**config.mk**
```make
export PLATFORM = sky130hd
export DESIGN_NAME = axi_lite_mem_arbiter_flat
export DESIGN_NICKNAME = d
export VERILOG_FILES = /design/src/rtl/axi_lite_mem_arbiter_if.sv /design/src/rtl/axi_lite_mem_arbiter.sv /design/src/flat_wrapper.sv
export SDC_FILE = /design/constraint.sdc
export NUM_CORES = 1
export LEC_CHECK = 0
export CAP_MARGIN = 10
export CORE_AREA = 2 2 171 173
export CTS_CLUSTER_DIAMETER = 100
export DETAILED_ROUTE_END_ITERATION = 7
export DIE_AREA = 0 0 173 175
export DONT_BUFFER_PORTS = 1
export GPL_TIMING_DRIVEN = 0
export PLACE_DENSITY = 0.3
export SLEW_MARGIN = 20
export SYNTH_ARGS = -nofsm -noshare
export SYNTH_HDL_FRONTEND = slang
export SYNTH_SLANG_ARGS = --single-unit
```
**constraint.sdc**
```tcl
create_clock -name clk -period 1.6 [get_ports clk]
set_input_delay 0.48 -clock clk [delete_from_list [all_inputs] [get_ports clk]]
set_output_delay 0.48 -clock clk [all_outputs]
set_load 0.01 [all_outputs]
```
**src/rtl/axi_lite_mem_arbiter_if.sv**
```systemverilog
// axi_lite_mem_arbiter_if: AXI4-Lite bus bundle with master and slave views
interface axi_lite_mem_arbiter_if #(
  parameter int ADDR_W = 32,
  parameter int DATA_W = 32
);
  logic [ADDR_W-1:0]   araddr;
  logic                arvalid;
  logic                arready;
  logic [DATA_W-1:0]   rdata;
  logic [1:0]          rresp;
  logic                rvalid;
  logic                rready;
  logic [ADDR_W-1:0]   awaddr;
  logic                awvalid;
  logic                awready;
  logic [DATA_W-1:0]   wdata;
  logic [DATA_W/8-1:0] wstrb;
  logic                wvalid;
  logic                wready;
  logic [1:0]          bresp;
  logic                bvalid;
  logic                bready;
  modport master (
    output araddr, arvalid, rready, awaddr, awvalid, wdata, wstrb, wvalid, bready,
    input  arready, rdata, rresp, rvalid, awready, wready, bresp, bvalid
  );
  modport slave (
    input  araddr, arvalid, rready, awaddr, awvalid, wdata, wstrb, wvalid, bready,
    output arready, rdata, rresp, rvalid, awready, wready, bresp, bvalid
  );
endinterface

```
**src/rtl/axi_lite_mem_arbiter.sv**
```systemverilog
// axi_lite_mem_arbiter: 2:1 AXI4-Lite arbiter (IFU read-only, LSU read/write) in front of one SRAM slave
module axi_lite_mem_arbiter #(
  parameter bit RR_EN = 1'b1
) (
  input  logic                  clk,
  input  logic                  rst,
  axi_lite_mem_arbiter_if.slave  m0,
  axi_lite_mem_arbiter_if.slave  m1,
  axi_lite_mem_arbiter_if.master s,
  output logic [1:0]            grant
);
  typedef enum logic [1:0] {IDLE = 2'b00, G0_RD = 2'b01, G1_RD = 2'b10, G1_WR = 2'b11} state_t;
  state_t state_q, state_d;
  logic last_rd_q, last_rd_d, aw_done_q, aw_done_d, w_done_q, w_done_d;
  logic rd0, rd1, wr, r_fire, b_fire;
  assign rd0    = state_q == G0_RD;
  assign rd1    = state_q == G1_RD;
  assign wr     = state_q == G1_WR;
  assign r_fire = s.rvalid & s.rready;
  assign b_fire = s.bvalid & s.bready;
  // State register plus last read winner and write-channel completion flags
  always_ff @(posedge clk) begin
    if (rst) begin
      state_q   <= IDLE;
      last_rd_q <= 1'b0;
      aw_done_q <= 1'b0;
      w_done_q  <= 1'b0;
    end else begin
      state_q   <= state_d;
      last_rd_q <= last_rd_d;
      aw_done_q <= aw_done_d;
      w_done_q  <= w_done_d;
    end
  end
  // Arbitrate in IDLE (write first, then round-robin or LSU-priority reads); leave a grant on R/B fire
  always_comb begin
    state_d   = state_q;
    last_rd_d = last_rd_q;
    aw_done_d = aw_done_q;
    w_done_d  = w_done_q;
    case (state_q)
      IDLE:  state_d = m1.awvalid ? G1_WR
                     : m1.arvalid ? ((m0.arvalid && RR_EN && last_rd_q) ? G0_RD : G1_RD)
                     : m0.arvalid ? G0_RD : IDLE;
      G0_RD: begin
        state_d   = r_fire ? IDLE : G0_RD;
        last_rd_d = r_fire ? 1'b0 : last_rd_q;
      end
      G1_RD: begin
        state_d   = r_fire ? IDLE : G1_RD;
        last_rd_d = r_fire ? 1'b1 : last_rd_q;
      end
      default: begin
        state_d   = b_fire ? IDLE : G1_WR;
        aw_done_d = ~b_fire & (aw_done_q | (s.awvalid & s.awready));
        w_done_d  = ~b_fire & (w_done_q | (s.wvalid & s.wready));
      end
    endcase
  end
  // Route the granted master to the slave; everything ungranted sees zero valids/readys
  always_comb begin
    grant      = state_q;
    s.araddr   = rd1 ? m1.araddr : m0.araddr;
    s.arvalid  = (rd0 & m0.arvalid) | (rd1 & m1.arvalid);
    s.rready   = (rd0 & m0.rready) | (rd1 & m1.rready);
    s.awaddr   = m1.awaddr;
    s.awvalid  = wr & ~aw_done_q & m1.awvalid;
    s.wdata    = m1.wdata;
    s.wstrb    = m1.wstrb;
    s.wvalid   = wr & ~w_done_q & m1.wvalid;
    s.bready   = wr & m1.bready;
    m0.arready = rd0 & s.arready;
    m0.rvalid  = rd0 & s.rvalid;
    m0.rdata   = s.rdata;
    m0.rresp   = s.rresp;
    m0.awready = 1'b0;
    m0.wready  = 1'b0;
    m0.bvalid  = 1'b0;
    m0.bresp   = s.bresp;
    m1.arready = rd1 & s.arready;
    m1.rvalid  = rd1 & s.rvalid;
    m1.rdata   = s.rdata;
    m1.rresp   = s.rresp;
    m1.awready = wr & ~aw_done_q & s.awready;
    m1.wready  = wr & ~w_done_q & s.wready;
    m1.bvalid  = wr & s.bvalid;
    m1.bresp   = s.bresp;
  end
endmodule

```
**src/flat_wrapper.sv**
```systemverilog
// flat-port wrapper written by rule: the top's interface ports become plain ports
module axi_lite_mem_arbiter_flat 
#(
  parameter bit RR_EN = 1'b1
)
  (clk, rst, grant, m0_araddr, m0_arvalid, m0_rready, m0_awaddr, m0_awvalid, m0_wdata, m0_wstrb, m0_wvalid, m0_bready, m0_arready, m0_rdata, m0_rresp, m0_rvalid, m0_awready, m0_wready, m0_bresp, m0_bvalid, m1_araddr, m1_arvalid, m1_rready, m1_awaddr, m1_awvalid, m1_wdata, m1_wstrb, m1_wvalid, m1_bready, m1_arready, m1_rdata, m1_rresp, m1_rvalid, m1_awready, m1_wready, m1_bresp, m1_bvalid, s_araddr, s_arvalid, s_rready, s_awaddr, s_awvalid, s_wdata, s_wstrb, s_wvalid, s_bready, s_arready, s_rdata, s_rresp, s_rvalid, s_awready, s_wready, s_bresp, s_bvalid);
  axi_lite_mem_arbiter_if #(.ADDR_W(32), .DATA_W(32)) m0_i ();
  axi_lite_mem_arbiter_if #(.ADDR_W(32), .DATA_W(32)) m1_i ();
  axi_lite_mem_arbiter_if #(.ADDR_W(32), .DATA_W(32)) s_i ();
  input  logic clk;
  input  logic rst;
  output logic [1:0] grant;
  input wire logic [$bits(m0_i.araddr)-1:0] m0_araddr;
  input wire logic [$bits(m0_i.arvalid)-1:0] m0_arvalid;
  input wire logic [$bits(m0_i.rready)-1:0] m0_rready;
  input wire logic [$bits(m0_i.awaddr)-1:0] m0_awaddr;
  input wire logic [$bits(m0_i.awvalid)-1:0] m0_awvalid;
  input wire logic [$bits(m0_i.wdata)-1:0] m0_wdata;
  input wire logic [$bits(m0_i.wstrb)-1:0] m0_wstrb;
  input wire logic [$bits(m0_i.wvalid)-1:0] m0_wvalid;
  input wire logic [$bits(m0_i.bready)-1:0] m0_bready;
  output wire logic [$bits(m0_i.arready)-1:0] m0_arready;
  output wire logic [$bits(m0_i.rdata)-1:0] m0_rdata;
  output wire logic [$bits(m0_i.rresp)-1:0] m0_rresp;
  output wire logic [$bits(m0_i.rvalid)-1:0] m0_rvalid;
  output wire logic [$bits(m0_i.awready)-1:0] m0_awready;
  output wire logic [$bits(m0_i.wready)-1:0] m0_wready;
  output wire logic [$bits(m0_i.bresp)-1:0] m0_bresp;
  output wire logic [$bits(m0_i.bvalid)-1:0] m0_bvalid;
  input wire logic [$bits(m1_i.araddr)-1:0] m1_araddr;
  input wire logic [$bits(m1_i.arvalid)-1:0] m1_arvalid;
  input wire logic [$bits(m1_i.rready)-1:0] m1_rready;
  input wire logic [$bits(m1_i.awaddr)-1:0] m1_awaddr;
  input wire logic [$bits(m1_i.awvalid)-1:0] m1_awvalid;
  input wire logic [$bits(m1_i.wdata)-1:0] m1_wdata;
  input wire logic [$bits(m1_i.wstrb)-1:0] m1_wstrb;
  input wire logic [$bits(m1_i.wvalid)-1:0] m1_wvalid;
  input wire logic [$bits(m1_i.bready)-1:0] m1_bready;
  output wire logic [$bits(m1_i.arready)-1:0] m1_arready;
  output wire logic [$bits(m1_i.rdata)-1:0] m1_rdata;
  output wire logic [$bits(m1_i.rresp)-1:0] m1_rresp;
  output wire logic [$bits(m1_i.rvalid)-1:0] m1_rvalid;
  output wire logic [$bits(m1_i.awready)-1:0] m1_awready;
  output wire logic [$bits(m1_i.wready)-1:0] m1_wready;
  output wire logic [$bits(m1_i.bresp)-1:0] m1_bresp;
  output wire logic [$bits(m1_i.bvalid)-1:0] m1_bvalid;
  output wire logic [$bits(s_i.araddr)-1:0] s_araddr;
  output wire logic [$bits(s_i.arvalid)-1:0] s_arvalid;
  output wire logic [$bits(s_i.rready)-1:0] s_rready;
  output wire logic [$bits(s_i.awaddr)-1:0] s_awaddr;
  output wire logic [$bits(s_i.awvalid)-1:0] s_awvalid;
  output wire logic [$bits(s_i.wdata)-1:0] s_wdata;
  output wire logic [$bits(s_i.wstrb)-1:0] s_wstrb;
  output wire logic [$bits(s_i.wvalid)-1:0] s_wvalid;
  output wire logic [$bits(s_i.bready)-1:0] s_bready;
  input wire logic [$bits(s_i.arready)-1:0] s_arready;
  input wire logic [$bits(s_i.rdata)-1:0] s_rdata;
  input wire logic [$bits(s_i.rresp)-1:0] s_rresp;
  input wire logic [$bits(s_i.rvalid)-1:0] s_rvalid;
  input wire logic [$bits(s_i.awready)-1:0] s_awready;
  input wire logic [$bits(s_i.wready)-1:0] s_wready;
  input wire logic [$bits(s_i.bresp)-1:0] s_bresp;
  input wire logic [$bits(s_i.bvalid)-1:0] s_bvalid;
  assign m0_i.araddr = m0_araddr;
  assign m0_i.arvalid = m0_arvalid;
  assign m0_i.rready = m0_rready;
  assign m0_i.awaddr = m0_awaddr;
  assign m0_i.awvalid = m0_awvalid;
  assign m0_i.wdata = m0_wdata;
  assign m0_i.wstrb = m0_wstrb;
  assign m0_i.wvalid = m0_wvalid;
  assign m0_i.bready = m0_bready;
  assign m0_arready = m0_i.arready;
  assign m0_rdata = m0_i.rdata;
  assign m0_rresp = m0_i.rresp;
  assign m0_rvalid = m0_i.rvalid;
  assign m0_awready = m0_i.awready;
  assign m0_wready = m0_i.wready;
  assign m0_bresp = m0_i.bresp;
  assign m0_bvalid = m0_i.bvalid;
  assign m1_i.araddr = m1_araddr;
  assign m1_i.arvalid = m1_arvalid;
  assign m1_i.rready = m1_rready;
  assign m1_i.awaddr = m1_awaddr;
  assign m1_i.awvalid = m1_awvalid;
  assign m1_i.wdata = m1_wdata;
  assign m1_i.wstrb = m1_wstrb;
  assign m1_i.wvalid = m1_wvalid;
  assign m1_i.bready = m1_bready;
  assign m1_arready = m1_i.arready;
  assign m1_rdata = m1_i.rdata;
  assign m1_rresp = m1_i.rresp;
  assign m1_rvalid = m1_i.rvalid;
  assign m1_awready = m1_i.awready;
  assign m1_wready = m1_i.wready;
  assign m1_bresp = m1_i.bresp;
  assign m1_bvalid = m1_i.bvalid;
  assign s_araddr = s_i.araddr;
  assign s_arvalid = s_i.arvalid;
  assign s_rready = s_i.rready;
  assign s_awaddr = s_i.awaddr;
  assign s_awvalid = s_i.awvalid;
  assign s_wdata = s_i.wdata;
  assign s_wstrb = s_i.wstrb;
  assign s_wvalid = s_i.wvalid;
  assign s_bready = s_i.bready;
  assign s_i.arready = s_arready;
  assign s_i.rdata = s_rdata;
  assign s_i.rresp = s_rresp;
  assign s_i.rvalid = s_rvalid;
  assign s_i.awready = s_awready;
  assign s_i.wready = s_wready;
  assign s_i.bresp = s_bresp;
  assign s_i.bvalid = s_bvalid;
  axi_lite_mem_arbiter #(.RR_EN(RR_EN)) u_core (.clk(clk), .rst(rst), .m0(m0_i), .m1(m1_i), .s(s_i), .grant(grant));
endmodule
```
==> summary.txt, run 1 <==
Place
  • Placement Cell Area: ~2500 um2
  • Port bufs: 0
  • Placed insts: 610
  • Place WS: -148 ps
  • Final GP Congestion: 0.670
  • DP HPWL: slightly above 5000 um

Floorplan
  • Initial Util: 0.0691
  • Placeable Area: about 28000 um2
  • Row cnt: 62
  • Die ar.: 30300 um2
  • Die width: 173 um
  • Die Y: 175 um
  • I/O Pins: 442

Power
  • Power Total: 1.60 mW
  • Leak: 1.21 nW
  • VDD IR max: 0.269 mV
  • Pwr Density: 592 nW/um2

Global routing
  • Overflow after GRT: 0
  • Vias in the first global route: 1173
  • First-pass GRT wire length: 6800 um
  • GR Util met2: 0.0533
  • Initial antenna violation count: 0
  • Layer with the highest usage: met2
  • Largest net degree at the start of global routing: 11
  • Grt met1 use: 0.0290
  • All-Layer GR Usage: 0.0272
  • Met3 Resource Use GR: 0.00587

Clock network
  • # clock sinks: 5
  • Hold-fix buffer count after cts: 0
  • Clock transition at path regs: 30 ps
  • H-Tree Depth: 1
  • Num CTS Buffers: 3
  • CTS max path bufs: 2
  • CTS tree: built
  • Clk_lat worst skew: between 200 and 250 ps
  • Root Buffer: clkbuf_16

Critical path
  • Worst Setup Start Kind: register
  • WS Path Type: register to output pin
  • CP required: 1120 ps
  • CP Max Fanout: 10
  • Crit end category: output pin
  • Crit path DAT: approximately 1400 ps

Outcome
  • Failing checks: setup timing
  • Outcome: finished with violations

Layout
  • Final nets: 492
  • Most frequent cells in the layout: buf_4 (150), mux2_4 (30), buf_12 (5)
  • Reg area: 108 um2
  • Post-layout util: 0.0950
  • Multi-input logic area: 783 um2
  • Antenna cells: 0
  • Final Instance Count excl. Fillers: roughly 620
  • Finished Cell Area: 2700 um2
  • Filler Cells Inserted: approximately 3400
  • Most common cell after layout, fill and taps aside: buf_4
  • Area Overhead vs Synth: 37.4%
  • Layout cell share with drive strength beyond 1: 0.870

Yosys
  • Synthesized area: between 1500 and 2000 um2
  • Synth async-reset ratio: 0
  • Mapped Cells: 224
  • Ys flop type: dfxtp_1
  • FF+latch count, synth: 5
  • Avg Cell Area, Syn: 8.76 um2
  • Register area share after synthesis: 0.0510
  • Yosys warns: 0
  • EDFF count, synth: 0
  • Cell variety after synth: 32

Routing
  • Vias per Instance: ~2.3
  • DR DRC count: 0
  • DR vias: 1430
  • Detailed-route wire length per cell: 8.99 um
  • Number of DRC markers in iteration 0: 26
  • Routed wire length: 5590 um
  • Drt first pass iters: 4
  • Routed Antenna Nets: 0

Flow run
  • # Max-Cap Violations: 0

Timing
  • Final Max Slew Viols: 0
  • RSZ-0062 raised after global routing: true
  • Tcrit/Tclk final: 1.18
  • Fin crit period: 1890 ps
  • Endpoints failing hold: 0
  • Max Clock Skew: 2.80 ps
  • Peak Freq: 530 MHz
  • Hold Slack: between 300 and 400 ps
  • PnR worst setup slack: -287 ps
  • Fin Setup TNS: -9370 ps
  • Final setup viols: 35

Worst hold path
  • Hold Path Class: primary input to register
[cells in the mapped netlist, drive strengths merged (2+ instances only)]
cell type / number / area, um2
nor3b: 4 / 30.0
a21oi: 2 / 10.0
and3: 2 / 12.5
mux2: 32 / 462
nor2b: 2 / 20.0
dfxtp: 5 / 100
nand2: 3 / 11.3
a41oi: 2 / 17.5
and2: 4 / 25.0
nor2: 4 / 15.0
buf: 149 / 1150
[metal layers]
| layer | part of all wire | up-vias |
|---|---|---|
| li1 | - | 616 |
| met1 | 0.30 | 662 |
| met2 | 0.59 | 148 |
| met3 | 0.10 | 4 |
| met4 | 0.012 | 0 |
| met5 | 0 | - |
[area by class of cell]
class / count / share of cell area
Buffer: 149 / 0.434
Clock buffer: 4 / 0.0292
Inverter: 1 / 0.00139
Multi-Input combinational cell: 71 / 0.290
Sequential cell: 5 / 0.0399
Tap cell: 384 / 0.178
Timing Repair Buffer: 8 / 0.0269
[report_power, final]
group	switching [mW]	total, mW	internal, mW
logic	0.439	1.03	0.588
registers	0.0224	0.162	0.140
clock network	0.0770	0.407	0.330
total	0.539	1.60	1.06
[cells by family after synthesis]
group / Yosys count / share of synthesized area
compound gates: 13 / 0.0523
flops: 5 / 0.0510
simple gates: 23 / 0.0714
other cells: 1 / 0.00191
mux: 32 / 0.235
buf+inv: 150 / 0.588
[state kept, by name (all words and copies together), names as in the netlist]
name	count
u_core.aw_done_q	1
u_core.last_rd_q	1
u_core.w_done_q	1
u_core.grant	2
[timing repair]
| item | 4_1_cts | 5_1_grt |
|---|---|---|
| hold endpoints to repair | 0 | 0 |
| endpoints found under the setup margin | 44 | 43 |
| gates resized for setup | 23 | 2 |
| pin swaps | 4 | 5 |
| setup buffers | 6 | 2 |
[critical path, cell delays in order, from the launching register on]
cell and delay, ps:
dfxtp_4 380, nor2b_4 170, buf_12 150, buf_12 150
mux2_4 330
[final timing paths]
kind / start / endpoint / slack, ps / cells past startpoint
min reg2reg: u_core.w_done_q$_SDFFE_PP0N_ / u_core.w_done_q$_SDFFE_PP0N_ / 550 / 2
max: u_core.grant[1]$_SDFF_PP0_ / s_araddr[3] / -290 / 4
max reg2reg: u_core.grant[1]$_SDFF_PP0_ / u_core.grant[1]$_SDFF_PP0_ / 410 / 3
min: rst / u_core.grant[1]$_SDFF_PP0_ / 310 / 1
(Power assumes the default switching activity.)
==> run 2: changes to the inputs <==
--- a/config.mk
+++ b/config.mk
@@ -5,7 +5,6 @@
 export SDC_FILE = /design/constraint.sdc
 export NUM_CORES = 1
 export LEC_CHECK = 0
-export CAP_MARGIN = 10
 export CORE_AREA = 2 2 171 173
 export CTS_CLUSTER_DIAMETER = 100
 export DETAILED_ROUTE_END_ITERATION = 7
==> results of run 2 <==
No change in the layout: final DEF, timing and power equal those of run 1.
==> run 3: changes to the inputs <==
--- a/config.mk
+++ b/config.mk
@@ -5,10 +5,11 @@
 export SDC_FILE = /design/constraint.sdc
 export NUM_CORES = 1
 export LEC_CHECK = 0
-export CORE_AREA = 2 2 171 173
+export CORE_AREA = 2 2 173 175
+export CTS_BUF_LIST = sky130_fd_sc_hd__clkbuf_4 sky130_fd_sc_hd__clkbuf_8
 export CTS_CLUSTER_DIAMETER = 100
 export DETAILED_ROUTE_END_ITERATION = 7
-export DIE_AREA = 0 0 173 175
+export DIE_AREA = 0 0 175 177
 export DONT_BUFFER_PORTS = 1
 export GPL_TIMING_DRIVEN = 0
 export PLACE_DENSITY = 0.3
==> run 3 against run 2 <==
Against the previous run: the run still ends with setup timing left; global-route usage is 1.0 points higher; power is 7.7% lower; die area is 2.3% higher; largest cell class unchanged.
==> summary.txt, run 3 (synthesis gave the netlist of run 1 again) <==
Global routing
  • Largest net degree at the start of global routing: 11 (unchanged)
  • First-pass GRT wire length: 8270 um (+22%)
  • Vias in the first global route: 1196 (+2.0%)
  • Initial antenna violation count: 0 (unchanged)
  • Overflow after GRT: 0 (unchanged)
  • All-Layer GR Usage: 0.0371 (+0.00995)

Worst hold path
  • Hold Path Class: primary input to register
  • Hold depth: 1 (unchanged)
  • Min-Delay Startpoint: rst

Critical path
  • Critical Path Sink: s_araddr[4]
  • CP required: 1120 ps (about the same)
  • Reg-to-reg startpoint: u_core.grant[1]$_SDFF_PP0_
  • WS Path Type: register to output pin
  • Worst Setup Start Kind: register
  • Crit path DAT: 1420 ps (about the same)
  • R2R Setup Slk: 390 ps (-20 ps)
  • Crit end category: output pin
  • CP Max Fanout: 10 (unchanged)
  • Reg2Reg Depth: 3 (unchanged)
  • Crit path launch: u_core.grant[1]$_SDFF_PP0_
  • R2R Path End: u_core.grant[1]$_SDFF_PP0_

Place
  • Final GP Congestion: 0.667 (-0.40%)
  • DP HPWL: 6640 um (+32%)
  • Port bufs: 0 (unchanged)
  • Placement Cell Area: 2460 um2 (+0.31%)

Timing
  • Max Clock Skew: 1.81 ps (-0.989 ps)
  • Final setup viols: 44 (+26%)
  • Fin crit period: 1900 ps (+8.97 ps)
  • PnR worst setup slack: -296 ps (-8.97 ps)
  • Peak Freq: 527 MHz (-0.47%)
  • Final Max Slew Viols: 0 (unchanged)
  • Endpoints failing hold: 0 (unchanged)
  • Hold Slack: 323 ps (+8.72 ps)
  • Fin Setup TNS: -10190 ps (-819 ps)
  • Tcrit/Tclk final: 1.19 (+0.00560)
  • RSZ-0062 raised after global routing: true

Clock network
  • CTS max path bufs: 2 (unchanged)
  • Clock transition at path regs: 30 ps (about the same)
  • Hold-fix buffer count after cts: 0 (unchanged)
  • CTS tree: built
  • Root Buffer: clkbuf_8
  • # clock sinks: 5 (unchanged)
  • Clk_lat worst skew: 220 ps (about the same)
  • H-Tree Depth: 1 (unchanged)
  • Num CTS Buffers: 3 (unchanged)

Routing
  • Vias per Instance: 2.34 (+2.0%)
  • Routed wire length: 7210 um (+29%)
  • Routed Antenna Nets: 0 (unchanged)
  • Drt first pass iters: 4 (unchanged)
  • DR vias: 1470 (+2.8%)
  • Detailed-route wire length per cell: 11.5 um (+28%)
  • DR DRC count: 0 (unchanged)
  • Number of DRC markers in iteration 0: 18 (-31%)

Power
  • VDD IR max: 0.264 mV (-1.9%)
  • P_sw: 0.546 mW (+1.3%)
  • Internal: 0.928 mW (-12%)
  • Sequential Power Share: 0.114 (+0.012)
  • Pwr Density: 544 nW/um2 (-8.2%)
  • Logic pwr share: 0.716 (+0.073)
  • Leak: 1.20 nW (-0.63%)
  • Clk pwr share: 0.171 (-0.084)
  • Sw Share: 0.370 (+0.0328)

Layout
  • Largest register FFs: 2 (unchanged)
  • Most common cell after layout, fill and taps aside: buf_4
  • Layout cell share with drive strength beyond 1: 0.878 (+0.00789)
  • Final nets: 491 (-0.20%)
  • Area Overhead vs Synth: 38.1%
  • Antenna cells: 0 (unchanged)
  • Filler Cells Inserted: 3409 (+1.5%)
  • Finished Cell Area: 2710 um2 (+0.51%)
  • Most frequent cells in the layout: buf_4 (148), mux2_4 (32), buf_12 (4), nor3b_4 (4)

Floorplan
  • Die ar.: 31000 um2 (+2.3%)
  • I/O Pins: 442 (unchanged)
  • Initial Util: 0.0671 (-0.00201)
  • Die width: 175 um (+1.2%)
  • Placeable Area: 29200 um2 (+3.0%)
  • Row cnt: 63 (+1.6%)
  • Die Y: 177 um (+1.1%)

Outcome
  • Outcome: finished with violations
  • Failing checks: setup timing

Flow run
  • # Max-Cap Violations: 0 (unchanged)
## run 3: cell count changes in the layout (fill, tap and decap cells not counted), moves of 2 or more
cell       before  now
mux2_4         30   32
nor3b_2         3    0
buf_4         150  148
clkbuf_8        0    3
mux2_2          2    0
nor3b_4         1    4
clkbuf_16       3    0
and3_1          2    0
## run 3: how the worst min path moves through the flow
stage                                          endpoint  slack [ps]
after floorplan           u_core.last_rd_q$_SDFFE_PP0P_         460
after global placement    u_core.last_rd_q$_SDFFE_PP0P_         480
after detailed placement  u_core.aw_done_q$_SDFFE_PP0N_         500
after CTS                    u_core.grant[1]$_SDFF_PP0_         320
after global routing         u_core.grant[1]$_SDFF_PP0_         320
final                        u_core.grant[1]$_SDFF_PP0_         320
## run 3: power groups by stage
stage          clock [mW]  combinational [mW]  sequential [mW]
2_1_floorplan           0               0.832            0.156
5_1_grt             0.272                1.11            0.173
4_1_cts             0.254                1.04            0.169
3_3_place_gp            0               0.939            0.167
6_report            0.251                1.05            0.168
3_5_place_dp            0               0.935            0.168
## run 3: final cells by class
type	count	area, um2	share of cell area
repair buffers	7	76.3	0.0282
multi-input cells	71	813	0.300
clock buffers	4	48.8	0.0180
plain buffers	149	1170	0.432
well taps	390	488	0.180
inverters	1	6.26	0.00231
flip-flops and latches	5	108	0.0397
## run 3: what timing repair did
action,CTS,global route
gates cloned,1,0
endpoints found under the hold margin,0,0
setup buffers,3,3
endpoints found under the setup margin,44,44
pin swaps,5,3
resized for setup,29,6
## run 3: through the flow
step / total power [mW] / util / std cells / setup slack (ps)
final: 1.47 / 0.0927 / 627 / -296
after detailed placement: 1.10 / 0.0842 / 616 / -429
after CTS: 1.46 / 0.0913 / 624 / -327
after global placement: 1.11 / 0.0842 / 616 / -406
after floorplan: 0.988 / - / 226 / 20.7
after global routing: 1.56 / 0.0927 / 627 / -357
## run 3: critical path: stages (launching register included)
cell and delay [ps]:
dfxtp_4 390, nor2b_4 170, buf_12 160, buf_12 150
mux2_4 320
## run 3: layer usage
layer,vias to the layer above,track usage,share of wire
li1,618,-,-
met5,-,0,0
met2,200,0.0674,0.53
met1,650,0.0304,0.25
met4,0,0.00347,0.0049
met3,2,0.0346,0.22
